--- src/rtl/id_ex_stage.sv ---
// ID/EX pipeline stage with valid/ready handshake, stall hold, flush and an
// optional two-entry skid buffer (main entry M drives EX, skid entry S
// catches the one in-flight instruction when in_ready is registered).
module id_ex_stage #(
    parameter int CTRL_W    = 12,
    parameter int PAYLOAD_W = 339,
    parameter int SKID      = 1,
    parameter int CNT_W     = 16
) (
    input  logic                 clk,
    input  logic                 reset,
    input  logic                 in_valid,
    output logic                 in_ready,
    input  logic [CTRL_W-1:0]    in_ctrl,
    input  logic [PAYLOAD_W-1:0] in_payload,
    input  logic                 flush,
    output logic                 out_valid,
    input  logic                 out_ready,
    output logic [CTRL_W-1:0]    out_ctrl,
    output logic [PAYLOAD_W-1:0] out_payload,
    output logic [1:0]           occupancy,
    output logic [CNT_W-1:0]     bubble_count
);

    localparam bit HAS_SKID = (SKID != 0);

    logic                 r_m_valid;
    logic                 r_s_valid;
    logic                 r_in_ready;
    logic [CTRL_W-1:0]    r_m_ctrl;
    logic [CTRL_W-1:0]    r_s_ctrl;
    logic [PAYLOAD_W-1:0] r_m_payload;
    logic [PAYLOAD_W-1:0] r_s_payload;
    logic [CNT_W-1:0]     r_bubble;

    logic w_in_ready;
    logic w_accept;
    logic w_transfer;
    logic w_m_valid_n;
    logic w_s_valid_n;
    logic w_load_m_in;
    logic w_load_m_s;
    logic w_load_s_in;
    logic w_bubble_inc;

    // With the skid buffer in_ready is a flop so the upstream path never sees out_ready.
    assign w_in_ready   = HAS_SKID ? r_in_ready : (out_ready || !r_m_valid);
    assign w_accept     = in_valid && w_in_ready && !flush;
    assign w_transfer   = r_m_valid && out_ready;
    assign w_bubble_inc = out_ready && !r_m_valid && (r_bubble != {CNT_W{1'b1}});

    // Next occupancy: flush empties everything; otherwise FIFO fill/drain of M and S.
    always_comb begin
        w_m_valid_n = r_m_valid;
        w_s_valid_n = r_s_valid;
        w_load_m_in = 1'b0;
        w_load_m_s  = 1'b0;
        w_load_s_in = 1'b0;
        if (flush) begin
            w_m_valid_n = 1'b0;
            w_s_valid_n = 1'b0;
        end else if (!r_m_valid) begin
            if (w_accept) begin
                w_m_valid_n = 1'b1;
                w_load_m_in = 1'b1;
            end
        end else if (!r_s_valid) begin
            if (w_accept && w_transfer) begin
                w_load_m_in = 1'b1;
            end else if (w_accept && HAS_SKID) begin
                w_s_valid_n = 1'b1;
                w_load_s_in = 1'b1;
            end else if (w_transfer) begin
                w_m_valid_n = 1'b0;
            end
        end else if (w_transfer) begin
            w_load_m_s  = 1'b1;
            w_s_valid_n = 1'b0;
        end
    end

    // Control state: valid bits, registered ready and the saturating bubble counter.
    always_ff @(posedge clk) begin
        if (reset) begin
            r_m_valid  <= 1'b0;
            r_s_valid  <= 1'b0;
            r_in_ready <= 1'b1;
            r_bubble   <= '0;
        end else begin
            r_m_valid  <= w_m_valid_n;
            r_s_valid  <= w_s_valid_n;
            r_in_ready <= !w_s_valid_n;
            if (w_bubble_inc) begin
                r_bubble <= r_bubble + CNT_W'(1);
            end
        end
    end

    // Main entry data: cleared on reset so EX sees zeros; held bit-exact during a stall.
    always_ff @(posedge clk) begin
        if (reset) begin
            r_m_ctrl    <= '0;
            r_m_payload <= '0;
        end else if (w_load_m_in) begin
            r_m_ctrl    <= in_ctrl;
            r_m_payload <= in_payload;
        end else if (w_load_m_s) begin
            r_m_ctrl    <= r_s_ctrl;
            r_m_payload <= r_s_payload;
        end
    end

    // Skid entry data: only meaningful while r_s_valid is set, so no reset needed.
    always_ff @(posedge clk) begin
        if (w_load_s_in) begin
            r_s_ctrl    <= in_ctrl;
            r_s_payload <= in_payload;
        end
    end

    assign in_ready     = w_in_ready;
    assign out_valid    = r_m_valid;
    assign out_ctrl     = r_m_valid ? r_m_ctrl : '0;
    assign out_payload  = r_m_payload;
    assign occupancy    = {1'b0, r_m_valid} + {1'b0, r_s_valid};
    assign bubble_count = r_bubble;

endmodule

--- config.mk ---
export PLATFORM = sky130hd
export DESIGN_NAME = id_ex_stage
export DESIGN_NICKNAME = d
export VERILOG_FILES = /design/src/rtl/id_ex_stage.sv
export SDC_FILE = /design/constraint.sdc
export NUM_CORES = 1
export LEC_CHECK = 0
export BUFFER_PORTS_ARGS = -buffer_cell sky130_fd_sc_hd__buf_4
export CAP_MARGIN = 20
export CORE_AREA = 2 2 285 287
export DETAILED_ROUTE_END_ITERATION = 7
export DIE_AREA = 0 0 287 289
export SYNTH_ARGS = -nofsm -noshare
export SYNTH_HDL_FRONTEND = slang
export SYNTH_SLANG_ARGS = --single-unit
export TNS_END_PERCENT = 30
--- constraint.sdc ---
create_clock -name clk -period 47.7 [get_ports clk]
set_input_delay 4.77 -clock clk [delete_from_list [all_inputs] [get_ports clk]]
set_output_delay 4.77 -clock clk [all_outputs]
set_load 0.01 [all_outputs]
==> impl_metrics.toml <==
[global_route]
grt_pass1_vias = 20500
grt-ovfl-total = 0
grt_max_degree = 182
grt_usage = 0.191
antenna_found_initial = 11
grt_pass1_wl_um = 124000

[cts]
cts_inserted_buffers = 78
root_buffer = "clkbuf_16"
cts.clk_slew.worst_paths_ns = 0.06
post_cts_resized = 0
clock_sinks = 721
clock_path_buffers = 3
cts_tree = "built"
cts-htree-levels = 3
cts_setup_buffers = 0
clk-insertion-delay-late_ns = 0.63
cts_hold_buf = 0

[routing]
finalWirelength_um = 84800
vias = 20600
ant_nets = 0
viasPerCell = 5.29
wl_per_cell_um = 21.7
firstDrtPassIters = 5
drtIter0Drc = 1557
drc_errors = 0

[timing]
holdWs_ns = 0.465
hold_violations = 0
drv_slew = 0
fmax_mhz = 134
worstMarginPinSlew_ns = 1.24
fin_tns_setup_ns = 0
setup_viol = 0
grt_setup_unrepaired = "false"
timing.slew.headroom = 0.172
period_needed_ns = 7.47
fin_ws_ns = 40.23
fin_crit_sh = 0.157
clock_skew_ns = 0.0435

[power_and_ir_drop]
p_per_area_mw_per_mm2 = 40.1
ir_drop_uv = 23.7
fin_total_pwr_w = 0.00138
power_leakage_nw = 12.7

[run_status]
status = "completed"

[synthesis]
synth_xor_area_frac = 0
synth_top_family_by_area = "compound AO/OA/AOI/OAI gates"
synth_nets = 2493
synth_simple_gate_area_frac = 0.0973
synth_most_common_cell = "dfxtp_1"
syn_area_mm2 = 0.0257
yosysTopAreaCellShare = 0.409
netlist_instances = 2135
ys_seq_area_frac = 0.697
avgSynthCellArea_um2 = 12.1
synth_cell_types = 35
yosys.area.top_type = "edfxtp_1"
synth_edf_count = 351
ys_ff_latch = 721
yosys-top-cells-area = "edfxtp_1 41%, dfxtp_1 29%, a22oi_1 8.6%"
synthMuxAreaShare = 0.000437
synthArstFlopShare = 0
synth_adder_area_share = 0.000972
ys.flop_type = "dfxtp_1"
synth_compound_area_frac = 0.170
yosysWarnings = 0
yosys-top-cells-count = "370 x dfxtp_1, 351 x edfxtp_1, 309 x a21oi_1"

[placement]
gp_congestion = 0.856
port_buffers = 726
dp_slack_ns = 39.50
dpl.hpwl_um = 55600
place_area_mm2 = 0.0319

[worst_hold_path]
hold_depth = 2
holdCritPathClass = "reg -> reg"
hp-start = "out_payload[147]"
min_to = "out_payload[147]"

[run]
maxCapViolations = 0

[die]
dieArea_mm2 = 0.0829
io_pins = 727
start_util = 0.322
core_mm2 = 0.0799
die_y_um = 289
rows = 104
fp.dieW_um = 287

[worst_setup_path]
cp_cell_sequence = "buf_4 > nor4_2 > buf_4 > buf_4 > buf_4"
cp-start-kind = "primary input"
arrival_ns = 7.71
cpPeakStageDelay_ns = 0.87
timing.rr.end = "r_s_payload[243]"
reg2reg_slack_ns = 43.43
slowest_stage = "buf_4"
crit_path_max_fanout = 71
worst-r2r-cell-count = 5
crit_required_ns = 47.93
worstSetupPathType = "in -> reg"
cp_common_cell = "buf_4"
r2r_start = "out_valid"
worst_setup_path_end_kind = "flip-flop"

[finish]
nets = 3124
area_growth_pct = 34.1
fillCellCount = 7508
fin_area_mm2 = 0.0345
drive_above_1_share = 0.308
[flip-flops by register name, summed over array words and instances (netlist names)]
signal        cells
r_s_valid         1
bubble_count     16
out_payload     339
out_valid         1
r_m_ctrl         12
r_s_ctrl         12
in_ready          1
r_s_payload     339
[worst max path at each step]
stage,startpoint,endpoint,depth (start not counted)
2_1_floorplan,out_ready,r_s_ctrl[0],1
3_3_place_gp,out_ready,out_payload[240],7
3_5_place_dp,out_ready,out_payload[328],7
4_1_cts,out_ready,out_payload[325],7
5_1_grt,out_ready,out_payload[325],8
6_report,flush,r_s_payload[243],5
[cells by family after synthesis]
family / after synthesis
flip-flops: 721
AO/OA/AOI/OAI: 680
AND/OR/NAND/NOR: 527
buffers and inverters: 204
adder cells (fa/ha/maj): 2
multiplexers: 1
[area by class of cell]
cell class | instances | area (um^2) | share of cell area
antenna | 7 | 17.5 | 0.000507
clock buffer | 117 | 2210 | 0.0640
clock inverter | 29 | 364 | 0.0105
inverter | 2 | 7.51 | 0.000217
multi-input combinational | 1210 | 6960 | 0.201
sequential | 721 | 17900 | 0.520
tap | 1060 | 1330 | 0.0384
timing repair buffer | 753 | 5710 | 0.165
[power breakdown]
group          switching [W]  internal (W)  total, W  leakage [nW]
Combinational      0.0000559     0.0000497  0.000106          5.31
Clock               0.000255      0.000347  0.000602          1.24
Sequential        0.00000997      0.000667  0.000677          6.19
[worst max-delay path: cells and delay by family]
| family | cells | cell delay, ns |
|---|---|---|
| buf+inv | 4 | 2.42 |
| simple gates | 1 | 0.34 |
[routing by layer]
metal | global-route usage | share of wire | vias to the layer above
met1 | 0.224 | 0.38 | 10100
met5 | 0 | 0.00054 | -
met2 | 0.316 | 0.49 | 892
met3 | 0.0639 | 0.093 | 189
li1 | - | - | 9410
met4 | 0.0910 | 0.043 | 6
[through the flow]
| step | utilization | cells |
|---|---|---|
| after detailed placement | 0.399 | 3744 |
| after floorplan | - | 2135 |
| after global routing | 0.432 | 3898 |
| after CTS | 0.431 | 3890 |
| after global placement | 0.399 | 3744 |
| final | 0.432 | 3899 |
[layout by cell type (no fill, tap or decap), types with 9 or more instances in the layout]
master | Yosys | final
a22oi_1 | 295 | 295
a21oi_1 | 309 | 309
clkbuf_1 | 91 | 29
clkinv_2 | 0 | 9
nor2_1 | 59 | 59
clkbuf_16 | 0 | 79
clkbuf_8 | 0 | 9
nand2_1 | 117 | 117
and2_1 | 13 | 13
nand3_1 | 300 | 300
edfxtp_1 | 351 | 351
a311oi_1 | 56 | 56
or3_1 | 10 | 10
o21ai_0 | 9 | 9
dfxtp_1 | 370 | 370
buf_4 | 0 | 749
No activity file was read; power rests on OpenSTA's default activity.
